[src/rtl/gpio_int_ctrl_if.sv]
// rtl/gpio_int_ctrl_if.sv - control/status bundle between the GPIO register interface and gpio_int_ctrl
interface gpio_int_ctrl_if #(
  parameter int PWIDTH = 8
);
  logic [PWIDTH-1:0] gpio_int_en;
  logic [PWIDTH-1:0] gpio_int_mask;
  logic [PWIDTH-1:0] gpio_int_type;
  logic [PWIDTH-1:0] gpio_int_pol;
  logic [PWIDTH-1:0] gpio_debounce;
  logic [PWIDTH-1:0] gpio_int_clr;
  logic              gpio_int_level_sync;
  logic [PWIDTH-1:0] gpio_ext_data;
  logic [PWIDTH-1:0] gpio_raw_int_status;
  logic [PWIDTH-1:0] gpio_int_status;

  modport master (
    output gpio_int_en, gpio_int_mask, gpio_int_type, gpio_int_pol,
           gpio_debounce, gpio_int_clr, gpio_int_level_sync,
    input  gpio_ext_data, gpio_raw_int_status, gpio_int_status
  );

  modport slave (
    input  gpio_int_en, gpio_int_mask, gpio_int_type, gpio_int_pol,
           gpio_debounce, gpio_int_clr, gpio_int_level_sync,
    output gpio_ext_data, gpio_raw_int_status, gpio_int_status
  );
endinterface

[src/rtl/gpio_int_ctrl.sv]
// rtl/gpio_int_ctrl.sv - GPIO pin synchronizer, debounce filter and interrupt status generation
module gpio_int_ctrl #(
  parameter int PWIDTH    = 8,
  parameter int DB_CYCLES = 8,
  parameter int DB_CNT_W  = 8
) (
  input  logic              pclk,
  input  logic              presetn,
  input  logic [PWIDTH-1:0] gpio_ext_porta,
  gpio_int_ctrl_if.slave    regs,
  output logic [PWIDTH-1:0] gpio_intr,
  output logic              gpio_intr_flag
);

  localparam logic [DB_CNT_W-1:0] DB_LAST = DB_CNT_W'(DB_CYCLES - 1);

  logic [PWIDTH-1:0]               sync1_q;
  logic [PWIDTH-1:0]               sync2_q;
  logic [PWIDTH-1:0]               filt_q;
  logic [PWIDTH-1:0]               filt_d;
  logic [PWIDTH-1:0][DB_CNT_W-1:0] cnt_q;
  logic [PWIDTH-1:0][DB_CNT_W-1:0] cnt_d;
  logic [PWIDTH-1:0]               prev_q;
  logic [PWIDTH-1:0]               sticky_q;
  logic [PWIDTH-1:0]               sticky_d;
  logic [PWIDTH-1:0]               lvl_q;

  logic [PWIDTH-1:0] filtered;
  logic [PWIDTH-1:0] edge_hit;
  logic [PWIDTH-1:0] lvl_hit;
  logic [PWIDTH-1:0] lvl_bit;
  logic [PWIDTH-1:0] raw_status;
  logic [PWIDTH-1:0] int_status;

  // With the filter off, filt_q shadows sync2 so re-enabling it cannot glitch the output.
  always_comb begin
    filt_d = filt_q;
    cnt_d  = cnt_q;
    for (int i = 0; i < PWIDTH; i++) begin
      if (!regs.gpio_debounce[i]) begin
        filt_d[i] = sync2_q[i];
        cnt_d[i]  = '0;
      end else if (sync2_q[i] == filt_q[i]) begin
        cnt_d[i] = '0;
      end else if (cnt_q[i] == DB_LAST) begin
        filt_d[i] = sync2_q[i];
        cnt_d[i]  = '0;
      end else begin
        cnt_d[i] = cnt_q[i] + DB_CNT_W'(1);
      end
    end
  end

  assign filtered = (regs.gpio_debounce & filt_q) | (~regs.gpio_debounce & sync2_q);
  assign edge_hit = (regs.gpio_int_pol & filtered & ~prev_q)
                  | (~regs.gpio_int_pol & ~filtered & prev_q);
  assign lvl_hit  = ~(regs.gpio_int_pol ^ filtered);

  // Set beats clear; disabling or retyping a pin drops its sticky bit on the next edge.
  assign sticky_d = regs.gpio_int_en & regs.gpio_int_type
                  & (edge_hit | (sticky_q & ~regs.gpio_int_clr));

  assign lvl_bit    = regs.gpio_int_level_sync ? lvl_q : lvl_hit;
  assign raw_status = regs.gpio_int_en
                    & ((regs.gpio_int_type & sticky_q) | (~regs.gpio_int_type & lvl_bit));
  assign int_status = raw_status & ~regs.gpio_int_mask;

  always_ff @(posedge pclk or negedge presetn) begin
    if (!presetn) begin
      sync1_q  <= '0;
      sync2_q  <= '0;
      filt_q   <= '0;
      cnt_q    <= '0;
      prev_q   <= '0;
      sticky_q <= '0;
      lvl_q    <= '0;
    end else begin
      sync1_q  <= gpio_ext_porta;
      sync2_q  <= sync1_q;
      filt_q   <= filt_d;
      cnt_q    <= cnt_d;
      prev_q   <= filtered;
      sticky_q <= sticky_d;
      lvl_q    <= lvl_hit;
    end
  end

  assign regs.gpio_ext_data       = filtered;
  assign regs.gpio_raw_int_status = raw_status;
  assign regs.gpio_int_status     = int_status;
  assign gpio_intr                = int_status;
  assign gpio_intr_flag           = |int_status;

endmodule

[src/flat_wrapper.sv]
// flat-port wrapper written by rule: the top's interface ports become plain ports
module gpio_int_ctrl_flat 
#(
  parameter int PWIDTH    = 8,
  parameter int DB_CYCLES = 8,
  parameter int DB_CNT_W  = 8
)
  (pclk, presetn, gpio_ext_porta, gpio_intr, gpio_intr_flag, regs_gpio_int_en, regs_gpio_int_mask, regs_gpio_int_type, regs_gpio_int_pol, regs_gpio_debounce, regs_gpio_int_clr, regs_gpio_int_level_sync, regs_gpio_ext_data, regs_gpio_raw_int_status, regs_gpio_int_status);
  gpio_int_ctrl_if #(.PWIDTH(PWIDTH)) regs_i ();
  input  logic pclk;
  input  logic presetn;
  input  logic [PWIDTH-1:0] gpio_ext_porta;
  output logic [PWIDTH-1:0] gpio_intr;
  output logic gpio_intr_flag;
  input wire logic [$bits(regs_i.gpio_int_en)-1:0] regs_gpio_int_en;
  input wire logic [$bits(regs_i.gpio_int_mask)-1:0] regs_gpio_int_mask;
  input wire logic [$bits(regs_i.gpio_int_type)-1:0] regs_gpio_int_type;
  input wire logic [$bits(regs_i.gpio_int_pol)-1:0] regs_gpio_int_pol;
  input wire logic [$bits(regs_i.gpio_debounce)-1:0] regs_gpio_debounce;
  input wire logic [$bits(regs_i.gpio_int_clr)-1:0] regs_gpio_int_clr;
  input wire logic [$bits(regs_i.gpio_int_level_sync)-1:0] regs_gpio_int_level_sync;
  output wire logic [$bits(regs_i.gpio_ext_data)-1:0] regs_gpio_ext_data;
  output wire logic [$bits(regs_i.gpio_raw_int_status)-1:0] regs_gpio_raw_int_status;
  output wire logic [$bits(regs_i.gpio_int_status)-1:0] regs_gpio_int_status;
  assign regs_i.gpio_int_en = regs_gpio_int_en;
  assign regs_i.gpio_int_mask = regs_gpio_int_mask;
  assign regs_i.gpio_int_type = regs_gpio_int_type;
  assign regs_i.gpio_int_pol = regs_gpio_int_pol;
  assign regs_i.gpio_debounce = regs_gpio_debounce;
  assign regs_i.gpio_int_clr = regs_gpio_int_clr;
  assign regs_i.gpio_int_level_sync = regs_gpio_int_level_sync;
  assign regs_gpio_ext_data = regs_i.gpio_ext_data;
  assign regs_gpio_raw_int_status = regs_i.gpio_raw_int_status;
  assign regs_gpio_int_status = regs_i.gpio_int_status;
  gpio_int_ctrl #(.PWIDTH(PWIDTH), .DB_CYCLES(DB_CYCLES), .DB_CNT_W(DB_CNT_W)) u_core (.pclk(pclk), .presetn(presetn), .gpio_ext_porta(gpio_ext_porta), .regs(regs_i), .gpio_intr(gpio_intr), .gpio_intr_flag(gpio_intr_flag));
endmodule
[config.mk]
export PLATFORM = sky130hd
export DESIGN_NAME = gpio_int_ctrl_flat
export DESIGN_NICKNAME = d
export VERILOG_FILES = /design/src/rtl/gpio_int_ctrl_if.sv /design/src/rtl/gpio_int_ctrl.sv /design/src/flat_wrapper.sv
export SDC_FILE = /design/constraint.sdc
export NUM_CORES = 1
export LEC_CHECK = 0
export BUFFER_PORTS_ARGS = -buffer_cell sky130_fd_sc_hd__buf_4
export CAP_MARGIN = 20
export CORE_MARGIN = 2
export CORE_UTILIZATION = 30
export CTS_CLUSTER_DIAMETER = 80
export DETAILED_ROUTE_END_ITERATION = 12
export PLACE_DENSITY_LB_ADDON = 0.3
export REMOVE_ABC_BUFFERS = 1
export SETUP_SLACK_MARGIN = 0.3
export SLEW_MARGIN = 25
export SYNTH_ARGS = -nofsm -noshare
export SYNTH_HDL_FRONTEND = slang
export SYNTH_SLANG_ARGS = --single-unit
[constraint.sdc]
create_clock -name pclk -period 2.3 [get_ports pclk]
set_input_delay 0.23 -clock pclk [delete_from_list [all_inputs] [get_ports pclk]]
set_output_delay 0.23 -clock pclk [all_outputs]
set_load 0.1 [all_outputs]
== After elaboration in Yosys (flattened, before gate mapping) ==
Cells that the tools add are included.

* Flip-flop bits (word level): 112
* Latch bits: 0
* RAM bits: 0
* Memory bits (read-only): 0
* Logic and storage cells: 145
* Memories: 0

* Add/subtract/negate cells: 8
* $mul: 0
* Divide/modulo/power cells: 0
* Order comparisons: 0
* Equality and inequality tests: 32
* Shift operators: 0
* Multiplexer cells: 49
* Bitwise operators: 26
* Reductions and logical operators: 9

{| class="wikitable"
|+ Operator list
! cell !! count
|-
| $mux W8 || 25
|-
| $and A8 B8 Y8 || 13
|-
| $add A8 B1 Y8 const B || 8
|-
| $eq A8 B3 Y1 const B || 8
|-
| $not A8 Y8 || 8
|-
| $or A8 B8 Y8 || 4
|-
| $mux W1 || 24
|-
| $ne A2 B1 Y1 const B || 8
|-
| $ne A2 B2 Y1 const B || 8
|-
| $reduce_and A2 Y1 || 8
|-
| $eq A1 B1 Y1 || 8
|-
| $reduce_or A8 Y1 || 1
|-
| $xor A8 B8 Y8 || 1
|}

== Longest topological paths before layout ==
Gate-level depths: netlist of run 1.

* Depth in word-level cells: 11
* Gate-level depth with buffers: 7
* Mapped depth without buffers: 7

== Worst setup path before layout of run 1 ==
OpenSTA, ideal clock, no wires.

* Path type: register -> output
* Start point: register u_core.filt_q[7]
* End point: output port gpio_intr_flag
* Data arrival time: 6.946 ns
* Path slack: -4.876 ns
* Stages on the path, launching flop included: 7
* Path through: dfrtp_1 mux2i_1 ha_1 inv_1 mux2i_1 a2111oi_0 or4_1

* Word-level cells in the longest chain between the ends: 10

{| class="wikitable"
|+ RTL lines
! what !! line !! RTL
|-
| from (decl) || gpio_int_ctrl.sv:19 || <nowiki>logic [PWIDTH-1:0] filt_q;</nowiki>
|-
| from (signal assigned) || gpio_int_ctrl.sv:80 || <nowiki>filt_q <= filt_d;</nowiki>
|-
| $and A8 B8 Y8 || gpio_int_ctrl.sv:54 || <nowiki>assign filtered = (regs.gpio_debounce & filt_q) | (~regs.gpio_debounce & sync2_q);</nowiki>
|-
| $or A8 B8 Y8 || gpio_int_ctrl.sv:54 ||
|-
| $xor A8 B8 Y8 || gpio_int_ctrl.sv:57 || <nowiki>assign lvl_hit = ~(regs.gpio_int_pol ^ filtered);</nowiki>
|-
| $not A8 Y8 || gpio_int_ctrl.sv:57 ||
|-
| via u_core.lvl_hit[7] || gpio_int_ctrl.sv:30 || <nowiki>logic [PWIDTH-1:0] lvl_hit;</nowiki>
|-
| $mux W8 || gpio_int_ctrl.sv:63 || <nowiki>assign lvl_bit = regs.gpio_int_level_sync ? lvl_q : lvl_hit;</nowiki>
|-
| $and A8 B8 Y8 || gpio_int_ctrl.sv:65 || <nowiki>& ((regs.gpio_int_type & sticky_q) | (~regs.gpio_int_type & lvl_bit));</nowiki>
|-
| $or A8 B8 Y8 || gpio_int_ctrl.sv:65 ||
|-
| $and A8 B8 Y8 || gpio_int_ctrl.sv:65 ||
|-
| $and A8 B8 Y8 || gpio_int_ctrl.sv:66 || <nowiki>assign int_status = raw_status & ~regs.gpio_int_mask;</nowiki>
|-
| via gpio_intr[7] || flat_wrapper.sv:13 || <nowiki>output logic [PWIDTH-1:0] gpio_intr;</nowiki>
|-
| $reduce_or A8 Y1 || gpio_int_ctrl.sv:92 || <nowiki>assign gpio_intr_flag = |int_status;</nowiki>
|-
| to (decl) || flat_wrapper.sv:14 || <nowiki>output logic gpio_intr_flag;</nowiki>
|}

The timed path passes the listed nets, and every way through them passes these cells.

== Worst setup path after layout of run 1 ==
* Start point: register u_core.sync2_q[7]
* End point: output port gpio_intr_flag

* Word-level cells in the longest chain between the ends: 10

{| class="wikitable"
|+ RTL lines
! what !! line !! RTL
|-
| from (decl) || gpio_int_ctrl.sv:18 || <nowiki>logic [PWIDTH-1:0] sync2_q;</nowiki>
|-
| from (signal assigned) || gpio_int_ctrl.sv:79 || <nowiki>sync2_q <= sync1_q;</nowiki>
|-
| $and A8 B8 Y8 || gpio_int_ctrl.sv:54 ||
|-
| $or A8 B8 Y8 || gpio_int_ctrl.sv:54 ||
|-
| $xor A8 B8 Y8 || gpio_int_ctrl.sv:57 ||
|-
| $not A8 Y8 || gpio_int_ctrl.sv:57 ||
|-
| via u_core.lvl_hit[7] || gpio_int_ctrl.sv:30 ||
|-
| $mux W8 || gpio_int_ctrl.sv:63 ||
|-
| $and A8 B8 Y8 || gpio_int_ctrl.sv:65 ||
|-
| $or A8 B8 Y8 || gpio_int_ctrl.sv:65 ||
|-
| $and A8 B8 Y8 || gpio_int_ctrl.sv:65 ||
|-
| $and A8 B8 Y8 || gpio_int_ctrl.sv:66 ||
|-
| $reduce_or A8 Y1 || gpio_int_ctrl.sv:92 ||
|}

The timed path passes the listed nets, and every way through them passes these cells.

==> impl_metrics.yaml, run 1 <==
place:
  port-buffer-count: 91
  place.gp.congestion: 0.787
  dpl.hpwl_microns: 7860
  placedCellCount: 830
hold_path:
  hp-start: "regs_gpio_int_type[2]"
  hold_depth: 3
  holdPathEnd: "u_core.sticky_q[2]$_DFF_PN0_"
  min_path_type: "in -> reg"
yosys:
  ys_ff_latch: 112
  yosysTopAreaCell: "dfrtp_1"
  synthTopCellsByArea: "dfrtp_1, nor2_1, ha_1, xor2_1, xnor2_1"
  yosysWarnings: 0
  syn_area_sq_um: 5280
  ys_seq_area_share_pct: 53.1
  synthCells: 499
  ys_types: 33
  synth_area_per_cell_sq_um: 10.6
  synth_top_area_share_pct: 53.1
sta:
  fmax_mhz: 387
  worstMarginPinSlew_ns: 0.582
  worst_slack_ns: -0.285
  skew_ns: 0.00792
  period_minus_slack_ns: 2.59
  rsz0062_at_grt: "true"
  min_period_over_period_pct: 112
  hold_viol_final: 0
  slew_headroom_pct: 61.2
  drv_slew: 0
  finalSetupViolCount: 7
global_route:
  grt_pass1_wl_microns: 19100
  grt_max_degree: 56
  grt_pass1_vias: 4183
  grtUsageTotal_pct: 13.0
  overflow: 0
  antenna_found_initial: 0
die:
  fp.dieW_microns: 137
  top_level_ports: 92
  start_util_pct: 30.6
  fp-row-count: 48
  fp.dieH_microns: 137
  coreArea_sq_um: 17200
  die_area_sq_um: 18700
critical_path:
  worstReg2RegEnd: "u_core.filt_q[3]$_DFFE_PN0P_"
  path_max_fanout: 2
  slowest_stage: "or4_4"
  r2r_start: "u_core.cnt_q[28]$_DFF_PN0_"
  crit_buf_inv: 3
  cp.required_ns: 2.07
  max_stage_delay_ns: 0.54
  startpoint_type: "flip-flop"
  path_cells: "mux2i_2, ha_1, inv_2, mux2i_2, a2111oi_2, buf_4, or4_4, buf_12"
  cp_common_cell: "mux2i_2"
  r2r_cells: 4
  reg2reg_slack_ns: 0.48
  end_kind: "output pin"
  path_class: "reg -> out"
  critPathTopFamily: "simple AND/OR/NAND/NOR gates"
  cp_data_arrival_time_ns: 2.36
final_layout:
  finalNonFillerCells: 879
  nets: 733
  drive_gt1_share_pct: 28.3
  filler_cell_count: 1622
  utilization_pct: 42.6
  area_growth_pct: 39.2
  final_cell_mix: "dfrtp_1, buf_4, nor2_1"
  diodes: 0
  layout_commonest_cell: "dfrtp_1"
clock_tree:
  clkSinkCount: 112
  cts_tree: "yes"
  cts-root-buf: "clkbuf_16"
  insertion_delay_ns: 0.35
  cts_buffer_depth: 2
  htree_levels: 3
  clk_pin_slew_ns: 0.07
  cts_buffers: 9
route:
  via_count: 3913
  wl_met1_microns: 4900
  drc: 0
  drt_iter0_markers: 173
  via_per_inst: 4.45
  route.met3.wl_microns: 513
  wl_met2_microns: 5840
  wl_per_cell_microns: 12.9
  drtPass1Iterations: 4
  ant_nets: 0
  top_layer: "met4"
  wl_microns: 11400
power_and_ir_drop:
  pwr_density_cell_nw_per_um2: 646
  p_leak_nw: 3.54
  power_mw: 4.75
  peakVddDrop_mv: 0.339
run_status:
  outcome: "finished with violations"
  violations: "negative setup slack"
flow_run:
  maxCapViolCount: 0
## worst max-delay path by stage
stage	from	endpoint	cells past startpoint
4_1_cts	u_core.sync2_q[2]$_DFF_PN0_	gpio_intr_flag	7
3_3_place_gp	regs_gpio_debounce[0]	gpio_intr_flag	8
6_report	u_core.sync2_q[7]$_DFF_PN0_	gpio_intr_flag	8
5_1_grt	u_core.filt_q[6]$_DFFE_PN0P_	gpio_intr_flag	8
2_1_floorplan	u_core.filt_q[7]$_DFFE_PN0P_	gpio_intr_flag	6
3_5_place_dp	regs_gpio_debounce[0]	gpio_intr_flag	8
## cell families after synthesis
group,synth area share [%]
buffers and inverters,4.27
adder cells (fa/ha/maj),5.69
flip-flops,53.1
AND/OR/NAND/NOR,19.5
XOR/XNOR,9.29
multiplexers,4.74
AO/OA/AOI/OAI,3.44
## cell usage after synthesis (all sizes together)
master,instances
a211o,1
xor2,33
o22ai,2
mux2,8
mux2i,16
inv,41
nor3,4
and4b,1
nor2,84
a2111oi,1
or3,8
a21oi,8
dfrtp,112
o311ai,6
ha,24
nand2,25
or4,6
a211oi,1
xnor2,23
o2111ai,1
nor2b,3
nand3,35
and2,6
and3,19
nand4,8
buf,9
nand2b,14
## timing repair
| item | CTS | global route |
|---|---|---|
| setup endpoints to repair | 25 | 25 |
| hold buffers | 9 | 0 |
| endpoints found under the hold margin | 48 | 0 |
| buffers inserted | 15 | 10 |
| resized for setup | 90 | 14 |
| pin swaps | 23 | 13 |
## worst register-to-register path: cells and delay by family, from the launching register on
family        cells  cell delay [ns]
simple gates      3             0.97
flops             1             0.42
mux               1             0.31
## cell type report
class	count	area [sq um]	area share, %
tap	225	282	3.83
clock inverter	5	56.3	0.766
clock buffer	10	239	3.25
timing repair buffer	149	1470	19.9
inverter	41	159	2.16
multi-input combinational	337	2350	31.9
sequential	112	2800	38.1
## per-stage QoR
stage	hold slack, ns	setup slack, ns	instance area, sq um	TNS [ns]
2_1_floorplan	-0.0656	-9.52	5210	-37.68
3_3_place_gp	0.260	-0.0524	6370	-0.0524
3_5_place_dp	0.269	-0.0835	6370	-0.0835
4_1_cts	0.101	-0.275	7230	-0.707
5_1_grt	0.117	-0.382	7350	-1.83
6_report	0.118	-0.285	7350	-0.780
## metal layers
metal  vias up  global-route usage (%)
li1       1945                       -
met3         8                    3.63
met5         -                       0
met4         0                    3.30
met1      1887                    15.1
met2        73                    23.4
## power by group
group / switching [mW] / internal [mW] / total [mW]
Combinational: 0.622 / 0.413 / 1.03
Clock: 0.724 / 0.870 / 1.59
Sequential: 0.0544 / 2.06 / 2.12
Total: 1.40 / 3.35 / 4.75
## registers in the layout, summed over array words and instances, names as in the netlist
signal and cells:
u_core.cnt_q 64, u_core.filt_q 8, u_core.lvl_q 8, u_core.prev_q 8, u_core.sticky_q 8, u_core.sync1_q 8
u_core.sync2_q 8
No activity file was read; power rests on OpenSTA's default activity.
==> run 2, diff against run 1 <==
CORE_UTILIZATION = 55   (was 30)
clock period = 3 ns   (was 2.3 ns; I/O delays follow)
==> run 2 against run 1 <==
The run now ends clean; hold slack worse by 0.093 ns; sequential share of layout area up 4.6 points; final area down 11%; critical path depth down 1; setup slack better by 0.59 ns; power down 33%; register-to-register slack better by 0.69 ns; count of clock-buffer cells in the layout up 2; wire length down 9.3%; cell count down 14%; critical path type unchanged.
==> impl_metrics.yaml, run 2 (same netlist as run 1, synthesis figures left out) <==
run_status:
  outcome: "finished clean"
sta:
  whs_ns: 0.0243
  hold_viol_final: 0
  slew_headroom_pct: 53.4
  min_period_over_period_pct: 89.9
  period_minus_slack_ns: 2.70
  skew_ns: 0.00867
  setup_tns_ns: 0
  drv_slew: 0
  fmax_mhz: 371
  rsz0062_at_grt: "true"
  finalSetupViolCount: 0
  worstMarginPinSlew_ns: 0.699
global_route:
  grt_pass1_vias: 3849
  overflow: 0
  grt_max_degree: 60
  antenna_found_initial: 0
  grtUsageTotal_pct: 21.4
  grt_pass1_wl_microns: 17400
critical_path:
  critPathTopFamily: "simple AND/OR/NAND/NOR gates"
  crit_buf_inv: 1
  max_stage_delay_ns: 0.51
  startpoint_type: "flip-flop"
  cp.required_ns: 2.70
  path_max_fanout: 3
  cp_data_arrival_time_ns: 2.40
  path_class: "reg -> out"
  end_kind: "output pin"
  path_cells: "mux2i_1, ha_1, nor2_1, o311ai_4, o22ai_2, or4_4, buf_12"
  slowest_stage: "or4_4"
route:
  ant_nets: 0
  drc: 0
  via_per_inst: 5.06
  drtPass1Iterations: 5
  via_count: 3806
  wl_microns: 10300
  wl_per_cell_microns: 13.7
  drt_iter0_markers: 113
die:
  fp.dieW_microns: 102
  top_level_ports: 92
  start_util_pct: 56.9
  fp-row-count: 35
  fp.dieH_microns: 102
  die_area_sq_um: 10400
  coreArea_sq_um: 9280
final_layout:
  area_growth_pct: 24.1
  layout_commonest_cell: "dfrtp_1"
  largest_register_ffs: 64
  final_cell_mix: "dfrtp_1, buf_4, nor2_1"
  top_register: "u_core.cnt_q"
  nets: 701
  drive_gt1_share_pct: 23.6
  fin_area_sq_um: 6550
  diodes: 0
power_and_ir_drop:
  p_leak_nw: 3.28
  peakVddDrop_mv: 0.367
  pwr_density_cell_nw_per_um2: 487
  power_mw: 3.19
clock_tree:
  insertion_delay_ns: 0.37
  htree_levels: 3
  cts-root-buf: "clkbuf_8"
  cts_tree: "yes"
  clkSinkCount: 112
  cts_buffer_depth: 2
  cts_buffers: 9
  clk_pin_slew_ns: 0.10
place:
  dpl.hpwl_microns: 7420
  port-buffer-count: 91
  place_area_sq_um: 6090
  place.gp.congestion: 0.825
hold_path:
  min_path_type: "in -> reg"
flow_run:
  maxCapViolCount: 0
[run 2: report_power, final]
part           internal, mW  switching, mW  total (mW)
Sequential             1.58         0.0415        1.62
Clock                 0.391          0.482       0.873
Combinational         0.235          0.457       0.692
[run 2: per-stage QoR]
| stage | std cells | setup WS [ns] | util [%] |
|---|---|---|---|
| global route | 752 | 0.194 | 70.6 |
| detailed placement | 713 | 0.422 | 65.6 |
| floorplan | 490 | -8.89 | - |
| global placement | 713 | 0.494 | 65.6 |
| CTS | 748 | 0.302 | 69.8 |
| finish | 752 | 0.303 | 70.6 |
[run 2: layout make-up]
type                            count  area [sq um]
Multi-Input combinational cell    337          2330
Sequential cell                   112          2800
Fill cell                         725          2730
Inverter                           41           154
Clock buffer                       12           135
Clock inverter                      4          55.1
Timing Repair Buffer              117           916
Tap cell                          129           161
[run 2: timing repair]
item / 4_1_cts / 5_1_grt
hold endpoints to repair: 53 / 1
hold buffers: 1 / 1
gates resized for setup: 12 / 7
setup buffers: 18 / 3
pin swaps: 10 / 6
setup endpoints to repair: 3 / 3
[run 2: layer usage]
metal | wire (microns) | up-vias | global-route usage (%)
met5 | 0 | - | 0
met4 | 226 | 0 | 8.92
met3 | 452 | 21 | 4.79
met2 | 5130 | 80 | 34.9
met1 | 4500 | 1824 | 27.8
li1 | - | 1881 | -
[run 2: path summary, 6_finish.rpt]
| kind | from | end | slack [ns] | cells past startpoint |
|---|---|---|---|---|
| setup reg to reg | u_core.cnt_q[12]$_DFF_PN0_ | u_core.filt_q[1]$_DFFE_PN0P_ | 1.17 | 4 |
| hold reg to reg | u_core.sync1_q[6]$_DFF_PN0_ | u_core.sync2_q[6]$_DFF_PN0_ | 0.36 | 0 |
| max in group asynchronous | presetn | u_core.filt_q[1]$_DFFE_PN0P_ | 1.76 | 3 |
| setup / recovery | u_core.sync2_q[1]$_DFF_PN0_ | gpio_intr_flag | 0.30 | 7 |
| min in group asynchronous | presetn | u_core.prev_q[5]$_DFF_PN0_ | 0.51 | 2 |
| hold / removal | gpio_ext_porta[3] | u_core.sync1_q[3]$_DFF_PN0_ | 0.02 | 1 |
